### src/rtl/wave_capture_trig.sv
// Triggered waveform capture: waits for a hysteresis-qualified edge (or timeout),
// writes one decimated frame of offset-binary samples, then swaps RAM halves when idle.
module wave_capture_trig #(
    parameter int SAMPLE_WIDTH  = 18,
    parameter int DISP_WIDTH    = 8,
    parameter int ADDR_WIDTH    = 8,
    parameter int DECIM_WIDTH   = 4,
    parameter int TIMEOUT_WIDTH = 16
) (
    input  logic                     clk,
    input  logic                     reset,
    input  logic                     new_sample_ready,
    input  logic [SAMPLE_WIDTH-1:0]  new_sample_in,
    input  logic                     wave_display_idle,
    input  logic                     trig_falling,
    input  logic [SAMPLE_WIDTH-1:0]  trig_level,
    input  logic [SAMPLE_WIDTH-1:0]  trig_hyst,
    input  logic [DECIM_WIDTH-1:0]   decim,
    input  logic                     auto_en,
    input  logic [TIMEOUT_WIDTH-1:0] auto_timeout,
    output logic [ADDR_WIDTH:0]      write_address,
    output logic                     write_enable,
    output logic [DISP_WIDTH-1:0]    write_sample,
    output logic                     read_index,
    output logic                     frame_done,
    output logic                     auto_triggered
);

    typedef enum logic [1:0] {ARMED, ACTIVE, WAITING} state_t;

    // Two guard bits keep level +/- an unsigned full-range hysteresis exact.
    localparam int TW = SAMPLE_WIDTH + 2;
    localparam logic [DISP_WIDTH-1:0] MSB_FLIP = DISP_WIDTH'(1) << (DISP_WIDTH - 1);

    state_t                   state_q, state_d;
    logic                     load_q;
    logic                     cfg_falling_q, cfg_falling_d;
    logic [SAMPLE_WIDTH-1:0]  cfg_level_q, cfg_level_d;
    logic [SAMPLE_WIDTH-1:0]  cfg_hyst_q, cfg_hyst_d;
    logic [DECIM_WIDTH-1:0]   cfg_decim_q, cfg_decim_d;
    logic                     cfg_auto_en_q, cfg_auto_en_d;
    logic [TIMEOUT_WIDTH-1:0] cfg_timeout_q, cfg_timeout_d;
    logic [ADDR_WIDTH-1:0]    idx_q, idx_d;
    logic [DECIM_WIDTH-1:0]   dcnt_q, dcnt_d;
    logic [TIMEOUT_WIDTH-1:0] tcnt_q, tcnt_d;
    logic                     primed_q, primed_d;
    logic                     auto_q, auto_d;
    logic                     rd_q, rd_d;
    logic                     we_q, we_d;
    logic [ADDR_WIDTH:0]      waddr_q, waddr_d;
    logic [DISP_WIDTH-1:0]    wdata_q, wdata_d;
    logic                     fd_q, fd_d;

    logic                     eff_falling;
    logic [SAMPLE_WIDTH-1:0]  eff_level;
    logic [SAMPLE_WIDTH-1:0]  eff_hyst;
    logic [DECIM_WIDTH-1:0]   eff_decim;
    logic                     eff_auto_en;
    logic [TIMEOUT_WIDTH-1:0] eff_timeout;
    logic signed [TW-1:0]     smp_x, lvl_x, hyst_x, lo_x, hi_x;
    logic [DISP_WIDTH-1:0]    disp;
    logic                     real_hit, timeout_hit, prime_hit;

    // On the first cycle out of reset the ports are used directly while being latched.
    always_comb begin
        eff_falling = load_q ? trig_falling : cfg_falling_q;
        eff_level   = load_q ? trig_level   : cfg_level_q;
        eff_hyst    = load_q ? trig_hyst    : cfg_hyst_q;
        eff_decim   = load_q ? decim        : cfg_decim_q;
        eff_auto_en = load_q ? auto_en      : cfg_auto_en_q;
        eff_timeout = load_q ? auto_timeout : cfg_timeout_q;
    end

    always_comb begin
        smp_x  = {{2{new_sample_in[SAMPLE_WIDTH-1]}}, new_sample_in};
        lvl_x  = {{2{eff_level[SAMPLE_WIDTH-1]}}, eff_level};
        hyst_x = {2'b00, eff_hyst};
        lo_x   = lvl_x - hyst_x;
        hi_x   = lvl_x + hyst_x;
        disp   = new_sample_in[SAMPLE_WIDTH-1 -: DISP_WIDTH] ^ MSB_FLIP;
        real_hit    = primed_q && (eff_falling ? (smp_x <= lvl_x) : (smp_x >= lvl_x));
        timeout_hit = eff_auto_en && (tcnt_q == eff_timeout);
        prime_hit   = eff_falling ? (smp_x > hi_x) : (smp_x < lo_x);
    end

    always_comb begin
        state_d       = state_q;
        cfg_falling_d = eff_falling;
        cfg_level_d   = eff_level;
        cfg_hyst_d    = eff_hyst;
        cfg_decim_d   = eff_decim;
        cfg_auto_en_d = eff_auto_en;
        cfg_timeout_d = eff_timeout;
        idx_d         = idx_q;
        dcnt_d        = dcnt_q;
        tcnt_d        = tcnt_q;
        primed_d      = primed_q;
        auto_d        = auto_q;
        rd_d          = rd_q;
        we_d          = 1'b0;
        waddr_d       = waddr_q;
        wdata_d       = wdata_q;
        fd_d          = 1'b0;

        case (state_q)
            ARMED: begin
                if (new_sample_ready) begin
                    if (real_hit || timeout_hit) begin
                        we_d     = 1'b1;
                        waddr_d  = {~rd_q, {ADDR_WIDTH{1'b0}}};
                        wdata_d  = disp;
                        auto_d   = ~real_hit;
                        state_d  = ACTIVE;
                        idx_d    = ADDR_WIDTH'(1);
                        dcnt_d   = '0;
                        primed_d = 1'b0;
                        tcnt_d   = '0;
                    end else begin
                        tcnt_d = tcnt_q + 1'b1;
                        if (prime_hit) primed_d = 1'b1;
                    end
                end
            end
            ACTIVE: begin
                if (new_sample_ready) begin
                    if (dcnt_q == eff_decim) begin
                        we_d    = 1'b1;
                        waddr_d = {~rd_q, idx_q};
                        wdata_d = disp;
                        idx_d   = idx_q + 1'b1;
                        dcnt_d  = '0;
                        if (idx_q == {ADDR_WIDTH{1'b1}}) begin
                            fd_d    = 1'b1;
                            state_d = WAITING;
                        end
                    end else begin
                        dcnt_d = dcnt_q + 1'b1;
                    end
                end
            end
            WAITING: begin
                if (wave_display_idle) begin
                    rd_d          = ~rd_q;
                    state_d       = ARMED;
                    primed_d      = 1'b0;
                    cfg_falling_d = trig_falling;
                    cfg_level_d   = trig_level;
                    cfg_hyst_d    = trig_hyst;
                    cfg_decim_d   = decim;
                    cfg_auto_en_d = auto_en;
                    cfg_timeout_d = auto_timeout;
                end
            end
            default: state_d = ARMED;
        endcase
    end

    always_ff @(posedge clk or negedge reset) begin
        if (!reset) begin
            state_q       <= ARMED;
            load_q        <= 1'b1;
            cfg_falling_q <= 1'b0;
            cfg_level_q   <= '0;
            cfg_hyst_q    <= '0;
            cfg_decim_q   <= '0;
            cfg_auto_en_q <= 1'b0;
            cfg_timeout_q <= '0;
            idx_q         <= '0;
            dcnt_q        <= '0;
            tcnt_q        <= '0;
            primed_q      <= 1'b0;
            auto_q        <= 1'b0;
            rd_q          <= 1'b0;
            we_q          <= 1'b0;
            waddr_q       <= '0;
            wdata_q       <= '0;
            fd_q          <= 1'b0;
        end else begin
            state_q       <= state_d;
            load_q        <= 1'b0;
            cfg_falling_q <= cfg_falling_d;
            cfg_level_q   <= cfg_level_d;
            cfg_hyst_q    <= cfg_hyst_d;
            cfg_decim_q   <= cfg_decim_d;
            cfg_auto_en_q <= cfg_auto_en_d;
            cfg_timeout_q <= cfg_timeout_d;
            idx_q         <= idx_d;
            dcnt_q        <= dcnt_d;
            tcnt_q        <= tcnt_d;
            primed_q      <= primed_d;
            auto_q        <= auto_d;
            rd_q          <= rd_d;
            we_q          <= we_d;
            waddr_q       <= waddr_d;
            wdata_q       <= wdata_d;
            fd_q          <= fd_d;
        end
    end

    assign write_address  = waddr_q;
    assign write_enable   = we_q;
    assign write_sample   = wdata_q;
    assign read_index     = rd_q;
    assign frame_done     = fd_q;
    assign auto_triggered = auto_q;

endmodule

### config.mk
export PLATFORM = sky130hd
export DESIGN_NAME = wave_capture_trig
export DESIGN_NICKNAME = d
export VERILOG_FILES = /design/src/rtl/wave_capture_trig.sv
export SDC_FILE = /design/constraint.sdc
export NUM_CORES = 1
export LEC_CHECK = 0
export BUFFER_PORTS_ARGS = -buffer_cell sky130_fd_sc_hd__buf_2
export CAP_MARGIN = 20
export CORE_MARGIN = 5
export CORE_UTILIZATION = 40
export DETAILED_ROUTE_END_ITERATION = 8
export SLEW_MARGIN = 20
export SYNTH_ARGS = -nofsm -noshare
export SYNTH_HDL_FRONTEND = slang
export SYNTH_SLANG_ARGS = --single-unit
### constraint.sdc
create_clock -name clk -period 5.2 [get_ports clk]
set_input_delay 0.26 -clock clk [delete_from_list [all_inputs] [get_ports clk]]
set_output_delay 0.26 -clock clk [all_outputs]
set_load 0.005 [all_outputs]
==> impl_metrics.xml <==
<?xml version="1.0" encoding="UTF-8"?>
<metrics>
  <group name="outcome">
    <metric name="status" unit="">finished clean</metric>
  </group>
  <group name="cells_and_area">
    <metric name="finish.utilization" unit="%">46.6</metric>
    <metric name="fin_nets" unit="">1210</metric>
    <metric name="area_overhead_of_the_layout_relative_to_synthesis" unit="%">14.9</metric>
    <metric name="finish.instance_area" unit="sq mm">0.00979</metric>
    <metric name="insertedDiodeCount" unit="">0</metric>
    <metric name="drive_above_1_share" unit="%">18.6</metric>
    <metric name="fillerInstances" unit="">2069</metric>
  </group>
  <group name="synth">
    <metric name="syn_nets" unit="">1108</metric>
    <metric name="asyncSetResetFlopFracSynth" unit="%">100</metric>
    <metric name="synth.ff_latch_count" unit="">111</metric>
    <metric name="ys.flop_type" unit="">sky130_fd_sc_hd__dfrtp_1</metric>
    <metric name="netlist_area" unit="sq mm">0.00852</metric>
    <metric name="synth.lib_cells_used.distinct" unit="">64</metric>
    <metric name="warnings_from_yosys" unit="">0</metric>
    <metric name="synth_cells" unit="">928</metric>
    <metric name="edff_count_synth" unit="">0</metric>
    <metric name="post_synth.cell_area_avg" unit="sq um">9.18</metric>
    <metric name="synth_seq_area_share" unit="%">32.6</metric>
  </group>
  <group name="worst_setup_path">
    <metric name="start_kind" unit="">register</metric>
    <metric name="worst_ep_required_time" unit="ns">5.45</metric>
    <metric name="cp_max_fo" unit="">10</metric>
    <metric name="critical_path_arrival" unit="ns">5.15</metric>
    <metric name="end_kind" unit="">register</metric>
    <metric name="path_class" unit="">register to register</metric>
  </group>
  <group name="clock_tree">
    <metric name="clkTransAtPathRegs" unit="ns">0.09</metric>
    <metric name="clk_path_buf_depth" unit="">2</metric>
    <metric name="cts.repair_timing.setup_buffer_count" unit="">0</metric>
    <metric name="cts-buffers-inserted" unit="">9</metric>
    <metric name="clkLatencyLatePin" unit="ns">0.37</metric>
    <metric name="cts-root-buf" unit="">sky130_fd_sc_hd__clkbuf_16</metric>
    <metric name="clkSinkCount" unit="">111</metric>
    <metric name="cts.htree.levels" unit="">3</metric>
    <metric name="tritoncts" unit="">built</metric>
  </group>
  <group name="grt">
    <metric name="grt_usage" unit="%">17.3</metric>
    <metric name="global_route_wire_length_before_repair" unit="um">34400</metric>
    <metric name="globalRoute.totalOverflow" unit="">0</metric>
    <metric name="grt_start_max_net_pins" unit="">61</metric>
    <metric name="via_count_of_the_first_global_routing_pass" unit="">6784</metric>
    <metric name="antenna_found_initial" unit="">0</metric>
  </group>
  <group name="drt">
    <metric name="vias" unit="">6868</metric>
    <metric name="wl" unit="um">20700</metric>
    <metric name="detail_route.first_pass.iterations" unit="">5</metric>
    <metric name="wl_per_cell" unit="um">15.8</metric>
    <metric name="drt_drc_violations_left" unit="">0</metric>
    <metric name="antenna_left" unit="">0</metric>
    <metric name="initialDrtViolationCount" unit="">289</metric>
    <metric name="routed_via_density" unit="">5.24</metric>
  </group>
  <group name="timing">
    <metric name="max_slew_vio_count" unit="">0</metric>
    <metric name="max_slew.worst_pin.slew" unit="ns">0.793</metric>
    <metric name="timing.clock.skew" unit="ns">0.0159</metric>
    <metric name="max-slew-margin-rel" unit="%">46.7</metric>
    <metric name="setup_violations" unit="">0</metric>
    <metric name="totalNegativeSetupSlack" unit="ns">0</metric>
    <metric name="fmaxAchievable" unit="GHz">0.204</metric>
    <metric name="period_minus_slack" unit="ns">4.91</metric>
    <metric name="final_min_period_over_clock_period" unit="%">94.4</metric>
    <metric name="finalHoldViolations" unit="">0</metric>
    <metric name="unrepaired_setup_endpoints_after_global_routing" unit="">no</metric>
  </group>
  <group name="placed_design">
    <metric name="gp_congestion" unit="">0.860</metric>
    <metric name="buffer_ports.inserted" unit="">100</metric>
    <metric name="detailedPlacementHpwl" unit="um">16300</metric>
    <metric name="dpl_cell_area" unit="sq mm">0.00944</metric>
  </group>
  <group name="floorplanning">
    <metric name="floorplan.die_area" unit="sq mm">0.0243</metric>
    <metric name="placement_rows" unit="">53</metric>
    <metric name="number_of_top_level_design_ports" unit="">101</metric>
    <metric name="initial_utilization" unit="%">40.5</metric>
    <metric name="core-area" unit="sq mm">0.0210</metric>
    <metric name="dieWidth" unit="um">156</metric>
    <metric name="die_y" unit="um">156</metric>
  </group>
  <group name="pwr">
    <metric name="power_density" unit="mW/mm^2">306</metric>
    <metric name="power.ir.vdd_worst" unit="uV">204</metric>
    <metric name="p_leak" unit="nW">4.77</metric>
  </group>
  <group name="flow_run">
    <metric name="drv_cap" unit="">0</metric>
  </group>
  <group name="hold_path">
    <metric name="min-delay-path-class" unit="">primary input to register</metric>
  </group>
</metrics>
-- synthesized netlist by cell type, types with 3 or more instances --
master / count / area, sq um
sky130_fd_sc_hd__buf_2: 3 / 15.0
sky130_fd_sc_hd__o311ai_0: 3 / 26.3
sky130_fd_sc_hd__mux2_2: 31 / 349
sky130_fd_sc_hd__nor4_1: 7 / 43.8
sky130_fd_sc_hd__a21o_1: 14 / 105
sky130_fd_sc_hd__or3_1: 5 / 31.3
sky130_fd_sc_hd__o21ai_0: 39 / 195
sky130_fd_sc_hd__and3_1: 7 / 43.8
sky130_fd_sc_hd__nand3_1: 23 / 115
sky130_fd_sc_hd__nor2b_1: 8 / 50.1
sky130_fd_sc_hd__o22ai_1: 3 / 18.8
sky130_fd_sc_hd__clkbuf_1: 27 / 101
sky130_fd_sc_hd__o31ai_1: 12 / 90.1
sky130_fd_sc_hd__nor3_1: 11 / 55.1
sky130_fd_sc_hd__o31a_1: 3 / 26.3
sky130_fd_sc_hd__a31o_2: 3 / 26.3
sky130_fd_sc_hd__a311oi_1: 3 / 26.3
sky130_fd_sc_hd__o211ai_1: 3 / 22.5
sky130_fd_sc_hd__xor2_1: 27 / 236
sky130_fd_sc_hd__and2_1: 3 / 18.8
sky130_fd_sc_hd__nand2b_1: 17 / 106
sky130_fd_sc_hd__a211o_1: 3 / 26.3
sky130_fd_sc_hd__o21a_1: 6 / 45.0
sky130_fd_sc_hd__dfrtp_1: 110 / 2750
sky130_fd_sc_hd__or4_1: 5 / 37.5
sky130_fd_sc_hd__mux2i_1: 59 / 591
sky130_fd_sc_hd__a21oi_1: 90 / 450
sky130_fd_sc_hd__a211oi_1: 6 / 45.0
sky130_fd_sc_hd__nand4_1: 17 / 106
sky130_fd_sc_hd__a31oi_1: 4 / 25.0
sky130_fd_sc_hd__xnor2_1: 37 / 324
sky130_fd_sc_hd__inv_1: 68 / 255
sky130_fd_sc_hd__ha_1: 98 / 1230
sky130_fd_sc_hd__o21bai_1: 12 / 90.1
sky130_fd_sc_hd__nand2_1: 40 / 150
sky130_fd_sc_hd__buf_6: 3 / 33.8
sky130_fd_sc_hd__buf_1: 6 / 22.5
sky130_fd_sc_hd__nor2_1: 80 / 300
-- registers in the layout, summed over array words and instances (netlist names), 4 cells and up --
register	flops
cfg_level_q	18
write_sample	8
cfg_timeout_q	16
dcnt_q	4
cfg_decim_q	4
cfg_hyst_q	18
write_address	9
tcnt_q	16
idx_q	8
-- area by class of cell --
type	instances	area, sq um	area share [%]
clock buffer	9	225	2.30
clock inverter	7	91.3	0.933
inverter	68	255	2.61
multi-input combinational	710	5360	54.7
sequential	111	2780	28.4
tap	275	344	3.51
timing repair buffer	130	738	7.54
-- final timing paths --
check                      slack (ns)  cells after the start                end              start
setup / recovery                 0.29                     19           primed_q             load_q
hold / removal                   0.13                      2   cfg_timeout_q[5]    auto_timeout[5]
setup reg to reg                 0.29                     19           primed_q             load_q
hold reg to reg                  0.51                      1  cfg_timeout_q[12]  cfg_timeout_q[12]
max in group asynchronous        3.48                      3         tcnt_q[10]              reset
min in group asynchronous        0.46                      2      cfg_hyst_q[6]              reset
-- layer usage --
| layer | vias up | global-route usage [%] | part of all wire, % |
|---|---|---|---|
| met4 | 0 | 4.84 | 1.9 |
| li1 | 3513 | - | - |
| met3 | 23 | 2.69 | 3.4 |
| met1 | 3226 | 23.7 | 48 |
| met5 | - | 0 | 0 |
| met2 | 106 | 28.5 | 46 |
-- stage by stage --
stage | setup WS [ns] | hold slack [ns] | power [W] | instances
2_1_floorplan | 0.0198 | -0.0356 | 0.00190 | 928
3_3_place_gp | 0.196 | 0.358 | 0.00225 | 1293
3_5_place_dp | 0.0501 | 0.352 | 0.00227 | 1293
4_1_cts | 0.0134 | 0.113 | 0.00303 | 1310
5_1_grt | 0.00559 | 0.112 | 0.00325 | 1310
6_report | 0.293 | 0.128 | 0.00300 | 1310
-- logic make-up (layout without fill, tap and decap cells) --
logic type | count (synthesis) | in the layout | synth area share, %
other cells | 1 | 1 | 0.0440
xor+xnor | 64 | 64 | 6.58
buf+inv | 107 | 214 | 5.02
compound gates | 219 | 219 | 16.0
fa+ha+maj | 100 | 100 | 14.9
flops | 111 | 111 | 32.6
simple gates | 235 | 235 | 13.7
mux | 91 | 91 | 11.2
-- critical path, cell delays in order (launching register included) --
cell and delay, ns:
sky130_fd_sc_hd__dfstp_4 0.73, sky130_fd_sc_hd__mux2i_1 0.26, sky130_fd_sc_hd__inv_1 0.11, sky130_fd_sc_hd__ha_1 0.23, sky130_fd_sc_hd__fa_1 0.40, sky130_fd_sc_hd__nor2b_1 0.15
sky130_fd_sc_hd__o21a_1 0.17, sky130_fd_sc_hd__o21bai_1 0.21, sky130_fd_sc_hd__a21oi_1 0.11, sky130_fd_sc_hd__o31a_1 0.34, sky130_fd_sc_hd__o21ai_1 0.25, sky130_fd_sc_hd__a21oi_1 0.16
sky130_fd_sc_hd__xor2_1 0.17, sky130_fd_sc_hd__ha_1 0.32, sky130_fd_sc_hd__nand4_1 0.14, sky130_fd_sc_hd__nor4_2 0.35, sky130_fd_sc_hd__a221oi_1 0.14, sky130_fd_sc_hd__or2_2 0.28
sky130_fd_sc_hd__a31oi_1 0.17, sky130_fd_sc_hd__a32oi_1 0.10
-- power by group --
group / internal, W / switching (W)
Sequential: 0.000983 / 0.0000725
Clock: 0.000350 / 0.000386
Combinational: 0.000561 / 0.000645
-- layout by cell type, fill, tap and decap left out, drive strengths merged, types with 4 or more instances in the layout --
cell,Yosys,layout
o31ai,12,12
or4,5,5
or3,5,5
nand2,40,40
a21o,14,14
mux2i,60,60
dfrtp,110,110
ha,98,98
nor2,81,81
nand3,23,23
xor2,27,27
clkbuf,27,9
inv,68,72
a31oi,4,4
mux2,31,31
and3,7,7
a311oi,4,4
nand2b,17,17
nor2b,8,8
a211oi,6,6
nand4,17,17
nor4,9,9
buf,12,129
a21oi,90,90
xnor2,37,37
o21ai,40,40
o21bai,12,12
nor3,11,11
o21a,6,6
-- repair_timing --
action,CTS,global route
resized for setup,0,9
endpoints found under the setup margin,0,1
endpoints found under the hold margin,51,0
hold buffers,1,0
No activity file was read; power rests on OpenSTA's default activity.
